<file path="src/rtl/spi_regbank.sv">
// spi_regbank: SPI mode-0 register bank with burst write, read-back
// and framing-error reporting, all in the clk domain.
module spi_regbank #(
  parameter int NUM_REGS    = 5,
  parameter int DATA_W      = 8,
  parameter int ADDR_W      = 7,
  parameter int SYNC_STAGES = 2
) (
  input  logic                       clk,
  input  logic                       rst,
  input  logic                       sclk,
  input  logic                       ncs,
  input  logic                       copi,
  output logic                       cipo,
  output logic                       cipo_oe,
  output logic [NUM_REGS*DATA_W-1:0] reg_q,
  output logic [NUM_REGS-1:0]        wr_strobe,
  output logic                       frame_err
);

  localparam int CW = 6;

  typedef enum logic [2:0] {
    IDLE, CMD, ADDR, WDATA, RDATA
  } state_t;

  logic [SYNC_STAGES-1:0] sclk_sq, ncs_sq, copi_sq;
  logic [SYNC_STAGES-1:0] flush_q;
  logic sclk_h_q, ncs_h_q, armed_q, armed_d;
  logic sclk_s, ncs_s, copi_s;
  logic sclk_rise, sclk_fall, ncs_rise, ncs_fall;

  state_t state_q, state_d;
  logic [CW-1:0] bcnt_q, bcnt_d;
  logic [DATA_W-1:0] sh_q, sh_d, so_q, so_d, rd_word;
  logic [ADDR_W-1:0] ptr_q, ptr_d, ptr_inc;
  logic rw_q, rw_d, commit;
  logic [NUM_REGS*DATA_W-1:0] regs_q, regs_d;
  logic [NUM_REGS-1:0] stb_q, stb_d;
  logic err_q, err_d, oe_q, oe_d;

  assign sclk_s = sclk_sq[SYNC_STAGES-1];
  assign ncs_s  = ncs_sq[SYNC_STAGES-1];
  assign copi_s = copi_sq[SYNC_STAGES-1];

  assign sclk_rise = sclk_s & ~sclk_h_q;
  assign sclk_fall = ~sclk_s & sclk_h_q;
  assign ncs_rise  = ncs_s & ~ncs_h_q;
  // A frame may only start once ncs was seen high after reset.
  assign ncs_fall  = ~ncs_s & ncs_h_q & armed_q;
  assign armed_d   = armed_q | (flush_q[SYNC_STAGES-1] & ncs_s);

  // Pin synchronisers, edge history and post-reset arming.
  always_ff @(posedge clk or posedge rst) begin
    if (rst) begin
      sclk_sq  <= '0;
      ncs_sq   <= '1;
      copi_sq  <= '0;
      sclk_h_q <= 1'b0;
      ncs_h_q  <= 1'b1;
      flush_q  <= '0;
      armed_q  <= 1'b0;
    end else begin
      sclk_sq  <= (sclk_sq << 1) | SYNC_STAGES'(sclk);
      ncs_sq   <= (ncs_sq << 1) | SYNC_STAGES'(ncs);
      copi_sq  <= (copi_sq << 1) | SYNC_STAGES'(copi);
      sclk_h_q <= sclk_s;
      ncs_h_q  <= ncs_s;
      flush_q  <= (flush_q << 1) | SYNC_STAGES'(1);
      armed_q  <= armed_d;
    end
  end

  // Register selected by the pointer; zero when out of range.
  always_comb begin
    rd_word = '0;
    for (int i = 0; i < NUM_REGS; i++) begin
      if (ptr_q == ADDR_W'(i)) rd_word = regs_q[i*DATA_W +: DATA_W];
    end
  end

  assign ptr_inc = (&ptr_q) ? ptr_q : ptr_q + ADDR_W'(1);

  // Frame FSM, shifters, pointer and register-file next state.
  always_comb begin
    state_d = state_q;
    bcnt_d  = bcnt_q;
    sh_d    = sh_q;
    so_d    = so_q;
    ptr_d   = ptr_q;
    rw_d    = rw_q;
    err_d   = 1'b0;
    commit  = 1'b0;
    if (ncs_rise) begin
      err_d   = (state_q == ADDR) ||
                (((state_q == WDATA) || (state_q == RDATA)) &&
                 (bcnt_q != '0));
      state_d = IDLE;
      bcnt_d  = '0;
      so_d    = '0;
    end else begin
      unique case (state_q)
        IDLE: begin
          if (ncs_fall) begin
            state_d = CMD;
            bcnt_d  = '0;
            sh_d    = '0;
            so_d    = '0;
            ptr_d   = '0;
          end
        end
        CMD: begin
          if (sclk_rise) begin
            rw_d    = copi_s;
            state_d = ADDR;
            bcnt_d  = '0;
          end
        end
        ADDR: begin
          if (sclk_rise) begin
            ptr_d = (ptr_q << 1) | ADDR_W'(copi_s);
            if (bcnt_q == CW'(ADDR_W - 1)) begin
              bcnt_d  = '0;
              state_d = rw_q ? WDATA : RDATA;
            end else begin
              bcnt_d = bcnt_q + CW'(1);
            end
          end
        end
        WDATA: begin
          if (sclk_rise) begin
            sh_d = (sh_q << 1) | DATA_W'(copi_s);
            if (bcnt_q == CW'(DATA_W - 1)) begin
              bcnt_d = '0;
              commit = 1'b1;
              ptr_d  = ptr_inc;
            end else begin
              bcnt_d = bcnt_q + CW'(1);
            end
          end
        end
        RDATA: begin
          if (sclk_rise) begin
            bcnt_d = (bcnt_q == CW'(DATA_W - 1)) ? '0 : bcnt_q + CW'(1);
          end
          if (sclk_fall) begin
            if (bcnt_q == '0) begin
              so_d  = rd_word;
              ptr_d = ptr_inc;
            end else begin
              so_d = so_q << 1;
            end
          end
        end
        default: state_d = IDLE;
      endcase
    end
    oe_d = (state_d == RDATA);
  end

  // Commit a completed write word to the addressed register.
  always_comb begin
    regs_d = regs_q;
    stb_d  = '0;
    for (int i = 0; i < NUM_REGS; i++) begin
      stb_d[i] = commit && (ptr_q == ADDR_W'(i));
      if (stb_d[i]) regs_d[i*DATA_W +: DATA_W] = sh_d;
    end
  end

  // Frame state and registered outputs.
  always_ff @(posedge clk or posedge rst) begin
    if (rst) begin
      state_q <= IDLE;
      bcnt_q  <= '0;
      sh_q    <= '0;
      so_q    <= '0;
      ptr_q   <= '0;
      rw_q    <= 1'b0;
      regs_q  <= '0;
      stb_q   <= '0;
      err_q   <= 1'b0;
      oe_q    <= 1'b0;
    end else begin
      state_q <= state_d;
      bcnt_q  <= bcnt_d;
      sh_q    <= sh_d;
      so_q    <= so_d;
      ptr_q   <= ptr_d;
      rw_q    <= rw_d;
      regs_q  <= regs_d;
      stb_q   <= stb_d;
      err_q   <= err_d;
      oe_q    <= oe_d;
    end
  end

  assign cipo      = so_q[DATA_W-1];
  assign cipo_oe   = oe_q;
  assign reg_q     = regs_q;
  assign wr_strobe = stb_q;
  assign frame_err = err_q;

endmodule

</file>
<file path="config.mk">
export PLATFORM = sky130hd
export DESIGN_NAME = spi_regbank
export DESIGN_NICKNAME = d
export VERILOG_FILES = /design/src/rtl/spi_regbank.sv
export SDC_FILE = /design/constraint.sdc
export NUM_CORES = 1
export LEC_CHECK = 0
export ABC_AREA = 1
export BUFFER_PORTS_ARGS = -buffer_cell sky130_fd_sc_hd__buf_4
export CORE_UTILIZATION = 60
export DETAILED_ROUTE_END_ITERATION = 10
export GPL_ROUTABILITY_DRIVEN = 0
export PLACE_DENSITY = 0.82
export SLEW_MARGIN = 20
export SYNTH_ARGS = -nofsm -noshare
export SYNTH_HDL_FRONTEND = slang
export SYNTH_SLANG_ARGS = --single-unit
export TNS_END_PERCENT = 50
</file>
<file path="constraint.sdc">
create_clock -name clk -period 7.72 [get_ports clk]
set_input_delay 1.544 -clock clk [delete_from_list [all_inputs] [get_ports clk]]
set_output_delay 1.544 -clock clk [all_outputs]
set_load 0.005 [all_outputs]
</file>
==> run summary <==
total number of vias = 3886
maximum number of pins on one net before global-route repair = 64
leakage power = 2.63 nW
first-pass GRT wire length = 17800 microns
# Post-CTS Setup Buffers = 0
CP required = 6.18 ns
register area share after synthesis = 52.2%
Longest Clk Path Bufs = 2
CP Max Fanout = 3
CP Buf/Inv Count = 1
cell count after synthesis = 536
Clock Root Buffer = clkbuf_8
setup tns final = 0 ns
1st-iter DRT viols = 351
Die W = 87.3 microns
Yosys warning total = 0
Port Buffer Count = 52
die height = 87.3 microns
number of cells upsized or downsized after cts = 0
Max Slew Vio Count = 0
vias in the first global route = 3708
final wirelength = 10800 microns
Netlist cell types = 40
RSZ-0062 raised after global routing = false
Hold Vio Cnt, Final = 0
TritonRoute pass-1 iters = 5
Post-synth EDFFs = 0
CP Class = reg -> out
Net Count, Synth = 548
core box area = 0.00691 sq mm
Rel. slew slack = 48.2%
crit-path cells = buf_4
Syn Std Cell Area = 0.00437 sq mm
starting density of the core = 63.2%
Synth-to-Final Area Change = 16.2%
I/O pin count = 53
CP endpoint kind = primary output
worst min path class = reg -> reg
Final #Nets = 607
Reg clk slew, reported paths = 0.10 ns
Synth Flop Type = dfrtp_1
cts hold-fix bufs = 0
Critical Path AT = 0.95 ns
total track usage = 30.7%
Worst Max-Slew Pin Slew = 0.777 ns
Post-DP HPWL = 7590 microns
Final setup viols = 0
largest delay contributor family on the critical path = flip-flops
post-synthesis register bit count = 91
detail-routed net length per standard cell = 15.6 microns
Max VDD drop = 0.131 mV
Core Rows = 30
min cycle time layout = 2.50 ns
vias per std cell = 5.58
final period utilization = 32.4%
CP Launch Type = register
CTS tree = done
Worst path max stage delay = 0.44 ns
power per cell area = 212 mW/mm^2
remaining global-route overflow = 0
f_max = 0.400 GHz
DRT antenna net count = 0
ANT cells = 0
syn_area_per_cell = 8.15 sq um
die area = 0.00762 sq mm
CTS Sinks = 91
detailed-route DRC error count = 0
H-tree depth = 3
status = finished, final reports clean
initial antenna violation count = 0
maxcap violations = 0
share of cells above drive strength 1 = 17.3%
Clk Latency, worst-skew pair = 0.36 ns
Worst path slowest cell = dfrtp_1
Clock Skew = 0.0168 ns
placed insts = 680
Non-Filler Instances = 696
ys async rst share = 100%
CTS buffer count = 9
==> synth_stat cells (all sizes together), types with 3 or more instances <==
| master | number | area [sq um] |
|---|---|---|
| a21oi | 24 | 120 |
| a22oi | 3 | 22.5 |
| buf | 4 | 31.3 |
| clkinv | 4 | 15.0 |
| dfrtp | 88 | 2200 |
| dfstp | 3 | 78.8 |
| ha | 7 | 87.6 |
| inv | 50 | 188 |
| nand2 | 215 | 822 |
| nand3 | 48 | 258 |
| nand3b | 3 | 26.3 |
| nand4 | 5 | 43.8 |
| nor2 | 32 | 170 |
| nor3 | 4 | 36.3 |
| o21ai | 32 | 168 |
==> report_power, final <==
part | total [W] | internal (W) | switching [W]
clock network | 0.000363 | 0.000187 | 0.000177
registers | 0.000507 | 0.000491 | 0.0000161
logic | 0.000204 | 0.0000559 | 0.000149
total | 0.00107 | 0.000734 | 0.000341
==> state kept, by name (all words and copies together) (netlist names) <==
register / count
bcnt_q: 6
ncs_h_q: 1
so_q: 8
wr_strobe: 5
reg_q: 40
sh_q: 8
copi_sq: 2
ncs_sq: 2
flush_q: 2
rw_q: 1
sclk_h_q: 1
ptr_q: 7
armed_q: 1
sclk_sq: 2
cipo_oe: 1
frame_err: 1
state_q: 3
==> cell type report <==
type | count | area, sq um
fill | 568 | 1830
inverter | 54 | 204
tap | 96 | 120
clock inverter | 6 | 96.3
timing repair buffer | 53 | 398
multi-input combinational | 386 | 1850
clock buffer | 10 | 128
sequential | 91 | 2280
==> cells by family (layout without fill, tap and decap cells) <==
family          count (synthesis)  after routing  share of synthesized area [%]
buf+inv                        59            123                           5.44
fa+ha+maj                       7              7                           2.01
compound gates                 69             69                           8.83
simple gates                  308            308                           31.2
xor+xnor                        1              1                          0.201
flops                          91             91                           52.2
other cells                     1              1                         0.0859
==> per-layer routing <==
metal / track usage [%] / share of wire [%] / vias up
met5: 0 / 0 / -
met4: 11.8 / 2.5 / 0
met3: 7.11 / 7.7 / 31
met2: 49.8 / 49 / 171
met1: 40.3 / 41 / 1852
li1: - / - / 1832
==> worst paths after layout <==
path	end	from	slack, ns	depth (start not counted)
worst min register to register	sclk_sq[1]	sclk_sq[0]	0.37	0
worst min-delay path	sclk_sq[1]	sclk_sq[0]	0.37	0
worst max-delay path	reg_q[2]	reg_q[2]	5.22	1
worst max register to register	reg_q[20]	ncs_h_q	5.44	8
min in group asynchronous	wr_strobe[1]	rst	1.18	2
max in group asynchronous	reg_q[37]	rst	5.39	3
==> layout by cell type (no fill, tap or decap), types with 4 or more instances in the layout <==
master    instances
o21ai_0          17
nor2_4            5
nor2_2            5
inv_2             6
nor2_1           22
clkbuf_8          9
buf_4            53
clkinv_1          4
nand3_1          46
o21ai_1          13
nand2_1         209
nand2_2           6
dfrtp_1          88
a21oi_1          24
inv_1            43
ha_1              7
==> stage by stage <==
step | cell area, sq um | hold slack, ns | power (W) | setup slack [ns] | utilization, %
global route | 5070 | 0.379 | 0.00113 | 5.16 | 73.5
global placement | 4850 | 0.334 | 0.000708 | 4.96 | 70.2
finish | 5070 | 0.370 | 0.00107 | 5.22 | 73.5
detailed placement | 4850 | 0.345 | 0.000714 | 4.95 | 70.2
floorplan | 4370 | 0.331 | 0.000664 | 3.82 | -
CTS | 5070 | 0.371 | 0.00107 | 5.23 | 73.5
Power figures use the tool's default switching activity.
